==> src/rtl/ws2812_pkg.sv <==
// ws2812_pkg
// Shared definitions for the WS2812 transmitter and receiver: the receiver
// state enumeration, the word width and the default timing constants.
// CLK_FRE is the clock frequency in Hz and is kept for documentation; the
// cycle counts below assume 27 MHz.
package ws2812_pkg;

  localparam int CLK_FRE       = 27000000;
  localparam int WS2812_WIDTH  = 24;
  localparam int BIT_THRESHOLD = 17;
  localparam int RESET_CYCLES  = 1350;

  typedef enum logic [1:0] {
    ST_SYNC = 2'd0,
    ST_LOW  = 2'd1,
    ST_HIGH = 2'd2
  } rx_state_t;

endpackage

==> src/rtl/ws2812_sync.sv <==
// ws2812_sync
// Two-flop synchronizer for the asynchronous WS2812 line, plus a third flop
// holding the previous synchronized level for edge detection.
// Ports:
//   clk   - clock
//   rst   - synchronous active-high reset
//   din   - asynchronous line input
//   din_s - synchronized line level
//   rise  - high for one cycle when din_s goes 0 -> 1
//   fall  - high for one cycle when din_s goes 1 -> 0
module ws2812_sync
  import ws2812_pkg::*;
(
  input  logic clk,
  input  logic rst,
  input  logic din,
  output logic din_s,
  output logic rise,
  output logic fall
);

  logic r_meta;
  logic r_sync;
  logic r_prev;

  // Metastability stage, synchronized stage and the one-cycle-old copy
  // that the edge detectors compare against.
  always_ff @(posedge clk) begin
    if (rst) begin
      r_meta <= 1'b0;
      r_sync <= 1'b0;
      r_prev <= 1'b0;
    end else begin
      r_meta <= din;
      r_sync <= r_meta;
      r_prev <= r_sync;
    end
  end

  assign din_s = r_sync;
  assign rise  = r_sync & ~r_prev;
  assign fall  = ~r_sync & r_prev;

endmodule

==> src/rtl/ws2812_rx.sv <==
// ws2812_rx
// WS2812 NRZ pulse-width receiver. Decodes the single-wire stream into
// colour words (bit 0 arrives first), strobes each completed word, and
// detects frame boundaries from the long low reset gap.
// Ports:
//   clk        - clock
//   rst        - synchronous active-high reset
//   din        - asynchronous WS2812 line
//   data_out   - last completed word
//   data_valid - one-cycle strobe, data_out valid in that cycle
//   frame_end  - one-cycle strobe when the reset gap is seen
//   bit_err    - one-cycle strobe on glitch, timeout or partial word
//   word_count - words completed in the current frame, saturating at 511
//   dout       - forwarded line (only with WS2812_RX_FORWARD_EN)
// Build option: define WS2812_RX_FORWARD_EN to add the dout forwarding path.
module ws2812_rx #(
  parameter int WS2812_WIDTH  = ws2812_pkg::WS2812_WIDTH,
  parameter int BIT_THRESHOLD = ws2812_pkg::BIT_THRESHOLD,
  parameter int MIN_HIGH      = 4,
  parameter int MAX_HIGH      = 40,
  parameter int RESET_CYCLES  = ws2812_pkg::RESET_CYCLES
) (
  input  logic                    clk,
  input  logic                    rst,
  input  logic                    din,
  output logic [WS2812_WIDTH-1:0] data_out,
  output logic                    data_valid,
  output logic                    frame_end,
  output logic                    bit_err,
  output logic [8:0]              word_count
`ifdef WS2812_RX_FORWARD_EN
  ,
  output logic                    dout
`endif
);

  import ws2812_pkg::*;

  localparam int LW = $clog2(RESET_CYCLES + 1);
  localparam int HW = $clog2(MAX_HIGH + 2);
  localparam int IW = $clog2(WS2812_WIDTH);

  localparam logic [LW-1:0] LOW_LAST = LW'(RESET_CYCLES - 1);
  localparam logic [LW-1:0] LOW_SAT  = LW'(RESET_CYCLES);
  localparam logic [HW-1:0] HIGH_MAX = HW'(MAX_HIGH);
  localparam logic [HW-1:0] HIGH_MIN = HW'(MIN_HIGH);
  localparam logic [HW-1:0] HIGH_THR = HW'(BIT_THRESHOLD);
  localparam logic [IW-1:0] IDX_LAST = IW'(WS2812_WIDTH - 1);

  logic w_dinS;
  logic w_rise;
  logic w_fall;

  rx_state_t              r_state,      w_stateNext;
  logic [LW-1:0]          r_low,        w_lowNext;
  logic [HW-1:0]          r_high,       w_highNext;
  logic [IW-1:0]          r_bitIdx,     w_bitIdxNext;
  logic [WS2812_WIDTH-1:0] r_shift,     w_shiftNext;
  logic [WS2812_WIDTH-1:0] r_dataOut,   w_dataOutNext;
  logic                   r_dataValid,  w_dataValidNext;
  logic                   r_frameEnd,   w_frameEndNext;
  logic                   r_bitErr,     w_bitErrNext;
  logic [8:0]             r_wordCount,  w_wordCountNext;
  logic                   w_bitVal;

  ws2812_sync u_sync (
    .clk   (clk),
    .rst   (rst),
    .din   (din),
    .din_s (w_dinS),
    .rise  (w_rise),
    .fall  (w_fall)
  );

  // State and datapath registers; everything returns to the SYNC idle
  // condition on reset so a fresh gap is needed before decoding resumes.
  always_ff @(posedge clk) begin
    if (rst) begin
      r_state     <= ST_SYNC;
      r_low       <= '0;
      r_high      <= '0;
      r_bitIdx    <= '0;
      r_shift     <= '0;
      r_dataOut   <= '0;
      r_dataValid <= 1'b0;
      r_frameEnd  <= 1'b0;
      r_bitErr    <= 1'b0;
      r_wordCount <= '0;
    end else begin
      r_state     <= w_stateNext;
      r_low       <= w_lowNext;
      r_high      <= w_highNext;
      r_bitIdx    <= w_bitIdxNext;
      r_shift     <= w_shiftNext;
      r_dataOut   <= w_dataOutNext;
      r_dataValid <= w_dataValidNext;
      r_frameEnd  <= w_frameEndNext;
      r_bitErr    <= w_bitErrNext;
      r_wordCount <= w_wordCountNext;
    end
  end

  // Next-state and output decode. The high counter is loaded with 1 on the
  // rising edge because that cycle is already high, so at the falling edge
  // r_high equals the pulse length in cycles. The low counter is likewise
  // loaded with 1 on the falling edge. r_low reaching RESET_CYCLES-1 in a
  // cycle with no rising edge means the line has now been low RESET_CYCLES
  // cycles, which ends the frame.
  always_comb begin
    w_stateNext     = r_state;
    w_lowNext       = r_low;
    w_highNext      = r_high;
    w_bitIdxNext    = r_bitIdx;
    w_shiftNext     = r_shift;
    w_dataOutNext   = r_dataOut;
    w_dataValidNext = 1'b0;
    w_frameEndNext  = 1'b0;
    w_bitErrNext    = 1'b0;
    w_wordCountNext = r_wordCount;
    w_bitVal        = 1'b0;

    case (r_state)
      ST_SYNC: begin
        if (w_dinS) begin
          w_lowNext = '0;
        end else if (r_low == LOW_LAST) begin
          w_lowNext   = LOW_SAT;
          w_stateNext = ST_LOW;
        end else begin
          w_lowNext = r_low + 1'b1;
        end
      end

      ST_LOW: begin
        if (w_rise) begin
          w_stateNext = ST_HIGH;
          w_highNext  = HW'(1);
          w_lowNext   = '0;
        end else if (r_low == LOW_LAST) begin
          w_lowNext       = LOW_SAT;
          w_frameEndNext  = 1'b1;
          w_wordCountNext = '0;
          w_bitIdxNext    = '0;
          if (r_bitIdx != '0) begin
            w_bitErrNext = 1'b1;
          end
        end else if (r_low != LOW_SAT) begin
          w_lowNext = r_low + 1'b1;
        end
      end

      ST_HIGH: begin
        if (w_fall) begin
          if (r_high < HIGH_MIN) begin
            w_bitErrNext = 1'b1;
            w_stateNext  = ST_SYNC;
            w_lowNext    = '0;
            w_bitIdxNext = '0;
          end else begin
            w_bitVal              = (r_high > HIGH_THR);
            w_shiftNext[r_bitIdx] = w_bitVal;
            w_stateNext           = ST_LOW;
            w_lowNext             = LW'(1);
            if (r_bitIdx == IDX_LAST) begin
              w_dataOutNext   = w_shiftNext;
              w_dataValidNext = 1'b1;
              w_bitIdxNext    = '0;
              if (r_wordCount != 9'h1FF) begin
                w_wordCountNext = r_wordCount + 9'd1;
              end
            end else begin
              w_bitIdxNext = r_bitIdx + 1'b1;
            end
          end
        end else if (r_high >= HIGH_MAX) begin
          w_bitErrNext = 1'b1;
          w_stateNext  = ST_SYNC;
          w_lowNext    = '0;
          w_bitIdxNext = '0;
        end else begin
          w_highNext = r_high + 1'b1;
        end
      end

      default: begin
        w_stateNext = ST_SYNC;
        w_lowNext   = '0;
      end
    endcase
  end

  assign data_out   = r_dataOut;
  assign data_valid = r_dataValid;
  assign frame_end  = r_frameEnd;
  assign bit_err    = r_bitErr;
  assign word_count = r_wordCount;

`ifdef WS2812_RX_FORWARD_EN
  logic r_fwdEn;
  logic r_dout;
  logic w_fwdEnNext;

  // Forwarding opens once the first word of a frame has been consumed and
  // closes again on frame end or any error, like a chained LED passing on
  // the remainder of the frame.
  always_comb begin
    w_fwdEnNext = r_fwdEn;
    if (w_frameEndNext || w_bitErrNext) begin
      w_fwdEnNext = 1'b0;
    end else if (w_dataValidNext) begin
      w_fwdEnNext = 1'b1;
    end
  end

  // The forwarded line is the synchronized input retimed by one flop.
  always_ff @(posedge clk) begin
    if (rst) begin
      r_fwdEn <= 1'b0;
      r_dout  <= 1'b0;
    end else begin
      r_fwdEn <= w_fwdEnNext;
      r_dout  <= w_fwdEnNext & w_dinS;
    end
  end

  assign dout = r_dout;
`endif

endmodule
==> config.mk <==
export PLATFORM = sky130hd
export DESIGN_NAME = ws2812_rx
export DESIGN_NICKNAME = d
export VERILOG_FILES = /design/src/rtl/ws2812_pkg.sv /design/src/rtl/ws2812_sync.sv /design/src/rtl/ws2812_rx.sv
export SDC_FILE = /design/constraint.sdc
export NUM_CORES = 1
export LEC_CHECK = 0
export ABC_AREA = 1
export BUFFER_PORTS_ARGS = -buffer_cell sky130_fd_sc_hd__buf_2
export CORE_ASPECT_RATIO = 1.5
export CORE_MARGIN = 2
export CORE_UTILIZATION = 25
export DETAILED_ROUTE_END_ITERATION = 6
export PLACE_DENSITY = 0.42
export SLEW_MARGIN = 20
export SYNTH_ARGS = -nofsm -noshare
export SYNTH_HDL_FRONTEND = slang
export SYNTH_SLANG_ARGS = --single-unit
==> constraint.sdc <==
create_clock -name clk -period 4.3 [get_ports clk]
set_input_delay 0.43 -clock clk [delete_from_list [all_inputs] [get_ports clk]]
set_output_delay 0.43 -clock clk [all_outputs]
set_load 0.05 [all_outputs]
Word-level counts from Yosys, hierarchy flattened
Index checks and enable logic that the tools add are counted.
{"block": "totals", "register_bits": 87, "in_bits": 3, "out_inout_bits": 36, "wordCells": 108}
{"block": "op_classes", "addsub": 4, "order_cmp": 5, "n_eq_ne": 19, "n_mux": 46, "bitwise_logic": 8, "reduce_logical": 13}
{"op": "$mux W11", "count": 7}
{"op": "$mux W9", "count": 6}
{"op": "$pmux W11 S3", "count": 1}
{"op": "$mux W5", "count": 6}
{"op": "$bwmux W24", "count": 1}
{"op": "$mux W6", "count": 3}
{"op": "$ne A2 B2 Y1 const B", "count": 9}
{"op": "$pmux W9 S2", "count": 1}
{"op": "$reduce_and A4 Y1", "count": 4}
{"op": "$pmux W6 S2", "count": 1}
{"op": "$add A11 B1 Y11 const B", "count": 1}
{"op": "$eq A11 B11 Y1 const B", "count": 1}
{"op": "$mux W1", "count": 11}
{"op": "$ne A11 B11 Y1 const B", "count": 1}
{"op": "$mux W2", "count": 5}
{"op": "$pmux W5 S2", "count": 1}
{"op": "$add A9 B1 Y9 const B", "count": 1}
{"op": "$ne A9 B9 Y1 const B", "count": 1}
{"op": "$reduce_and A7 Y1", "count": 1}
{"op": "$add A6 B1 Y6 const B", "count": 1}
{"op": "$ge A6 B6 Y1 const B", "count": 1}
{"op": "$gt A6 B5 Y1 const B", "count": 1}
{"op": "$lt A5 B6 Y1 const B", "count": 1}
{"op": "$lt A6 B3 Y1 const B", "count": 1}
{"op": "21 further kinds", "count": 28}

Longest topological paths before layout
{"block": "logic_depth", "depth_word": 6, "ltp_mapped": 12, "ltp_nobuf": 12}

Cells and area by module
Synthesis repeated with hierarchy kept, for this count alone.
{"block": "hier_totals", "hier_cells": 655, "area_unflattened_um2": 4513.1}
{"mod": "ws2812_rx", "n_inst": 1, "cells_each": 643, "area_per_inst_um2": 4419.2, "seq_area_each_um2": 1661.6}
{"mod": "ws2812_sync", "n_inst": 1, "cells_each": 12, "area_per_inst_um2": 93.8, "seq_area_each_um2": 60.1}

Worst setup path after synthesis
No wires, ideal clock.
{"block": "synth_timing", "path_type": "register -> register", "startpoint": "register r_wordCount[0], in the netlist word_count[0]", "endpoint": "register r_wordCount[0], in the netlist word_count[0]", "setup_ps": 115, "arrival_ps": 1990, "t_required_ps": 4185, "setup_slack_ps": 2196, "stages_incl_launch_ff": 13, "path_buffers": 0, "period_less_slack_ps": 2104, "cell_sequence": "dfxtp_1 ha_1 nand2_1 inv_1 nand3_1 nor2_1 ha_1 o21a_1 nor2_4 nand3_4 clkinv_2 nor2_1 nor2_1"}
{"block": "synth_between", "elab_chain_len": 6, "elab_cells_between_ends": 9, "cone_classes": "add/sub: 1; eq/ne: 2; mux: 5; reduce/logical: 1"}
{"element": "start: declaration", "line_no": "ws2812_rx.sv:63", "text": "logic [8:0] r_wordCount, w_wordCountNext;"}
{"element": "start signal: assignment", "line_no": "ws2812_rx.sv:99", "text": "r_wordCount <= w_wordCountNext;"}
{"element": "$add A9 B1 Y9", "line_no": "ws2812_rx.sv:169", "text": "w_wordCountNext = r_wordCount + 9'd1;"}
{"element": "$mux W9", "line_no": "ws2812_rx.sv:168", "text": "if (r_wordCount != 9'h1FF) begin"}
{"element": "$mux W9", "line_no": "ws2812_rx.sv:164", "text": "if (r_bitIdx == IDX_LAST) begin"}
{"element": "$mux W9", "line_no": "ws2812_rx.sv:154", "text": "if (r_high < HIGH_MIN) begin"}
{"element": "$mux W9", "line_no": "ws2812_rx.sv:153", "text": "if (w_fall) begin"}
{"element": "$pmux W9 S2", "line_no": "ws2812_rx.sv:122", "text": "case (r_state)"}
Parallel ways exist; a longest one is shown, timed or not. The select of a mux whose other input is x is not followed.
A chain may end at the register's enable or synchronous reset.

Worst setup path in the final report
{"block": "layout_timing", "startpoint": "register r_state[0]", "endpoint": "register r_dataOut[23], in the netlist data_out[23]"}
{"block": "layout_between", "elab_chain_len": 2}
{"element": "start: declaration", "line_no": "ws2812_rx.sv:54", "text": "rx_state_t r_state, w_stateNext;"}
{"element": "start signal: assignment", "line_no": "ws2812_rx.sv:90", "text": "r_state <= w_stateNext;"}
{"element": "$eq A2 B2 Y1", "line_no": "ws2812_rx.sv:122"}
{"element": "$reduce_and A4 Y1 (no source line)"}
{"element": "end signal: assignment", "line_no": "ws2812_rx.sv:95", "text": "r_dataOut <= w_dataOutNext;"}
{"element": "end: declaration", "line_no": "ws2812_rx.sv:59", "text": "logic [WS2812_WIDTH-1:0] r_dataOut, w_dataOutNext;"}
No other way between the ends.

==> metrics.md <==
| Metric | Value |
|---|---|
| Outcome | completed |
| Buf/Inv on CP | 2 |
| Clock sink count | 86 |
| Clock input transition at the sequential cells of the worst setup and hold paths | 0.07 ns |
| Post-Syn Instances | 638 |
| Period utilisation layout | 53.6% |
| Clock Path Buffers | 2 |
| Ys Warns | 0 |
| Via count | 4067 |
| Die Ht | 171 um |
| Clock root cell | clkbuf_16 |
| RR Startpoint | r_state[0] |
| Startpoint types | register |
| Yosys top cell area share | 37.1% |
| Worst EP required | 4.52 ns |
| Initial antenna violation count | 0 |
| Die width | 115 um |
| Worst skew pair latency | 0.35 ns |
| DR vias/cell | 4.41 |
| First-pass GRT wire length | 18.9 mm |
| CP Capture Type | register |
| Initial core utilization | 25.3% |
| CP max-delay cell | ha_1 |
| All-Layer GR Usage | 12.1% |
| Critical path's top delay family | simple AND/OR/NAND/NOR gates |
| Clock power share | 37.8% |
| Synth Register Bits | 86 |
| Largest stage delay on the critical path | 0.58 ns |
| Max_cap viols | 0 |
| Net Sw Power | 743 uW |
| Slew margin rel. | 55.5% |
| Share of cells above drive strength 1 | 14.9% |
| Vias in the first global route | 3928 |
| Post-CTS setup buffer count | 0 |
| Setup-failing EPs final | 0 |
| Max IR drop VDD | 164 uV |
| Reg2Reg Setup Slack | 2.00 ns |
| DRT Pass-1 Iters | 7 |
| N_diodes | 0 |
| Flop pwr share | 40.4% |
| CTS buffer count | 9 |
| Finished Layout Cells | 923 |
| Tightest Pin Transition | 0.667 ns |
| Wire per inst | 12.3 um |
| CTS Hold Bufs | 0 |
| CTS tree | done |
| DP HPWL | 8.12 mm |
| Reg2Reg Depth | 7 |
| Die area | 0.0197 sq mm |
| Logic pwr share | 21.7% |
| Initial DRC Count | 165 |
| Fin Hold WS | 0.278 ns |
| # DRC | 0 |
| CP Launch Point | r_state[0] |
| Hold Path Class | input port to register |
| Skew final | 0.00700 ns |
| Pwr Density | 409 mW/mm^2 |
| Gpl congestion | 0.776 |
| Syn Area/Cell | 7.28 sq um |
| Synthesis-to-layout area growth | 14.0% |
| Fin nets | 686 |
| Seq/Total Area, Yosys | 37.1% |
| Min Tclk post-route | 2.30 ns |
| P_int | 1420 uW |
| Largest net degree at the start of global routing | 51 |
| RSZ-0062 raised after global routing | false |
| H-tree depth | 3 |
| Switching Share | 34.3% |
| Critical-path maximum fanout | 50 |
| CP arrival | 2.52 ns |
| Top post-synthesis cells by area | dfxtp_1 (37%), nand2_1 (8.7%), inv_1 (6.5%), nand3_1 (5.7%), o21ai_0 (5.7%) |
| Cell taking the most area after synthesis | dfxtp_1 |
| Core area | 0.0184 sq mm |
| Static leakage | 0.00231 uW |
| Post-synth net total | 658 |
| I/O Buffers | 38 |
| Synthesized cell area | 0.00465 sq mm |
| Total power | 2170 uW |
| Setup_tns | 0 ns |
| Final WL | 11.3 mm |
| Distinct cells, synth | 38 |
| Overflow after GRT | 0 |
| Crit Path Class | register to register |
| Sequence of cells on the critical path | inv_1 -> ha_1 -> nand3_4 -> inv_6 -> nand2_2 -> nand3_1 -> o21ai_1 |
| FP Rows | 61 |
| Max Freq | 434 MHz |
| Cell count along the critical path | 7 |
| Antenna-violating nets left | 0 |
| Placed Instances | 907 |
| CTS resizes | 0 |
| Min-delay src | din |
| Hold Fails Final Rpt | 0 |
| Hold Path Stages | 3 |
| Max-slew violations | 0 |
| IO Count | 39 |
==> metal layers <==
metal	global-route usage [%]	part of all wire [%]	up-vias
met3	1.52	2.3	21
met5	0	0	-
met4	6.97	3.4	0
li1	-	-	2143
met1	13.8	44	1853
met2	21.5	50	50
==> tightest hold or removal path, stage by stage <==
cell and delay [ns]:
buf_2 0.07, inv_1 0.03, nor2_1 0.06
==> synth_stat cells, drive strengths merged <==
cell    count
o21ai      90
nor4        1
o21a        1
buf        20
nor3b       1
a21o       23
ha         17
clkbuf      3
nand2     118
a31oi       3
inv        86
dfxtp      86
nor2       72
or2         1
clkinv      1
and3        1
nor3        6
xor2        4
nand3      57
nand4      15
nand3b      1
a21oi      30
xnor2       1
==> worst paths after layout <==
check / end
setup / recovery: data_out[23]
hold / removal: u_sync.r_meta
hold reg to reg: u_sync.din_s
setup reg to reg: data_out[23]
==> logic make-up (layout without fill, tap and decap cells) <==
group	Yosys count	after routing	share of synthesized area (%)
and+or+nand+nor	273	273	27.7
adders and majority gates	17	17	4.58
xor gates and xnor gates	5	5	0.943
DFF	86	86	37.1
buffers and inverters	110	143	10.9
AOI/OAI and AO/OA	147	147	18.8
==> metrics by stage <==
step | instance area (sq um) | util [%] | worst slack [ns]
after global placement | 4990 | 27.1 | 2.04
after detailed placement | 4990 | 27.1 | 1.94
final | 5300 | 28.8 | 2.00
after floorplan | 4650 | - | 2.20
after global routing | 5300 | 28.8 | 1.73
after CTS | 5300 | 28.8 | 1.93
==> power groups by stage <==
| stage | Combinational (uW) | Sequential (uW) | Clock [uW] |
|---|---|---|---|
| CTS | 480 | 876 | 855 |
| detailed placement | 478 | 894 | 0 |
| floorplan | 355 | 899 | 0 |
| global placement | 477 | 894 | 0 |
| finish | 471 | 876 | 820 |
| global route | 537 | 883 | 885 |
==> flip-flops by register name, summed over array words and instances, names as in the netlist <==
name,flops
r_state,2
u_sync.r_prev,1
r_high,6
frame_end,1
data_out,24
word_count,9
bit_err,1
r_shift,23
r_low,11
u_sync.din_s,1
u_sync.r_meta,1
data_valid,1
r_bitIdx,5
==> area by class of cell <==
cell class	count	area, sq um
clock inverters	7	80.1
clock buffers	9	225
flip-flops and latches	86	1720
inverters	87	333
repair buffers	40	205
fillers	2013	13100
well taps	252	315
multi-input cells	442	2420
==> cells in the final DEF, fill, tap and decap left out, drive strengths merged, types with 2 or more instances in the layout <==
| cell | count |
|---|---|
| a21o | 23 |
| a21oi | 30 |
| a31oi | 3 |
| buf | 40 |
| clkbuf | 9 |
| clkinv | 3 |
| clkinvlp | 2 |
| dfxtp | 86 |
| ha | 17 |
| inv | 88 |
| nand2 | 118 |
| nand3 | 57 |
| nand4 | 15 |
| nor2 | 72 |
| nor3 | 6 |
| o21ai | 90 |
| xor2 | 4 |
No activity file was read; power rests on OpenSTA's default activity.
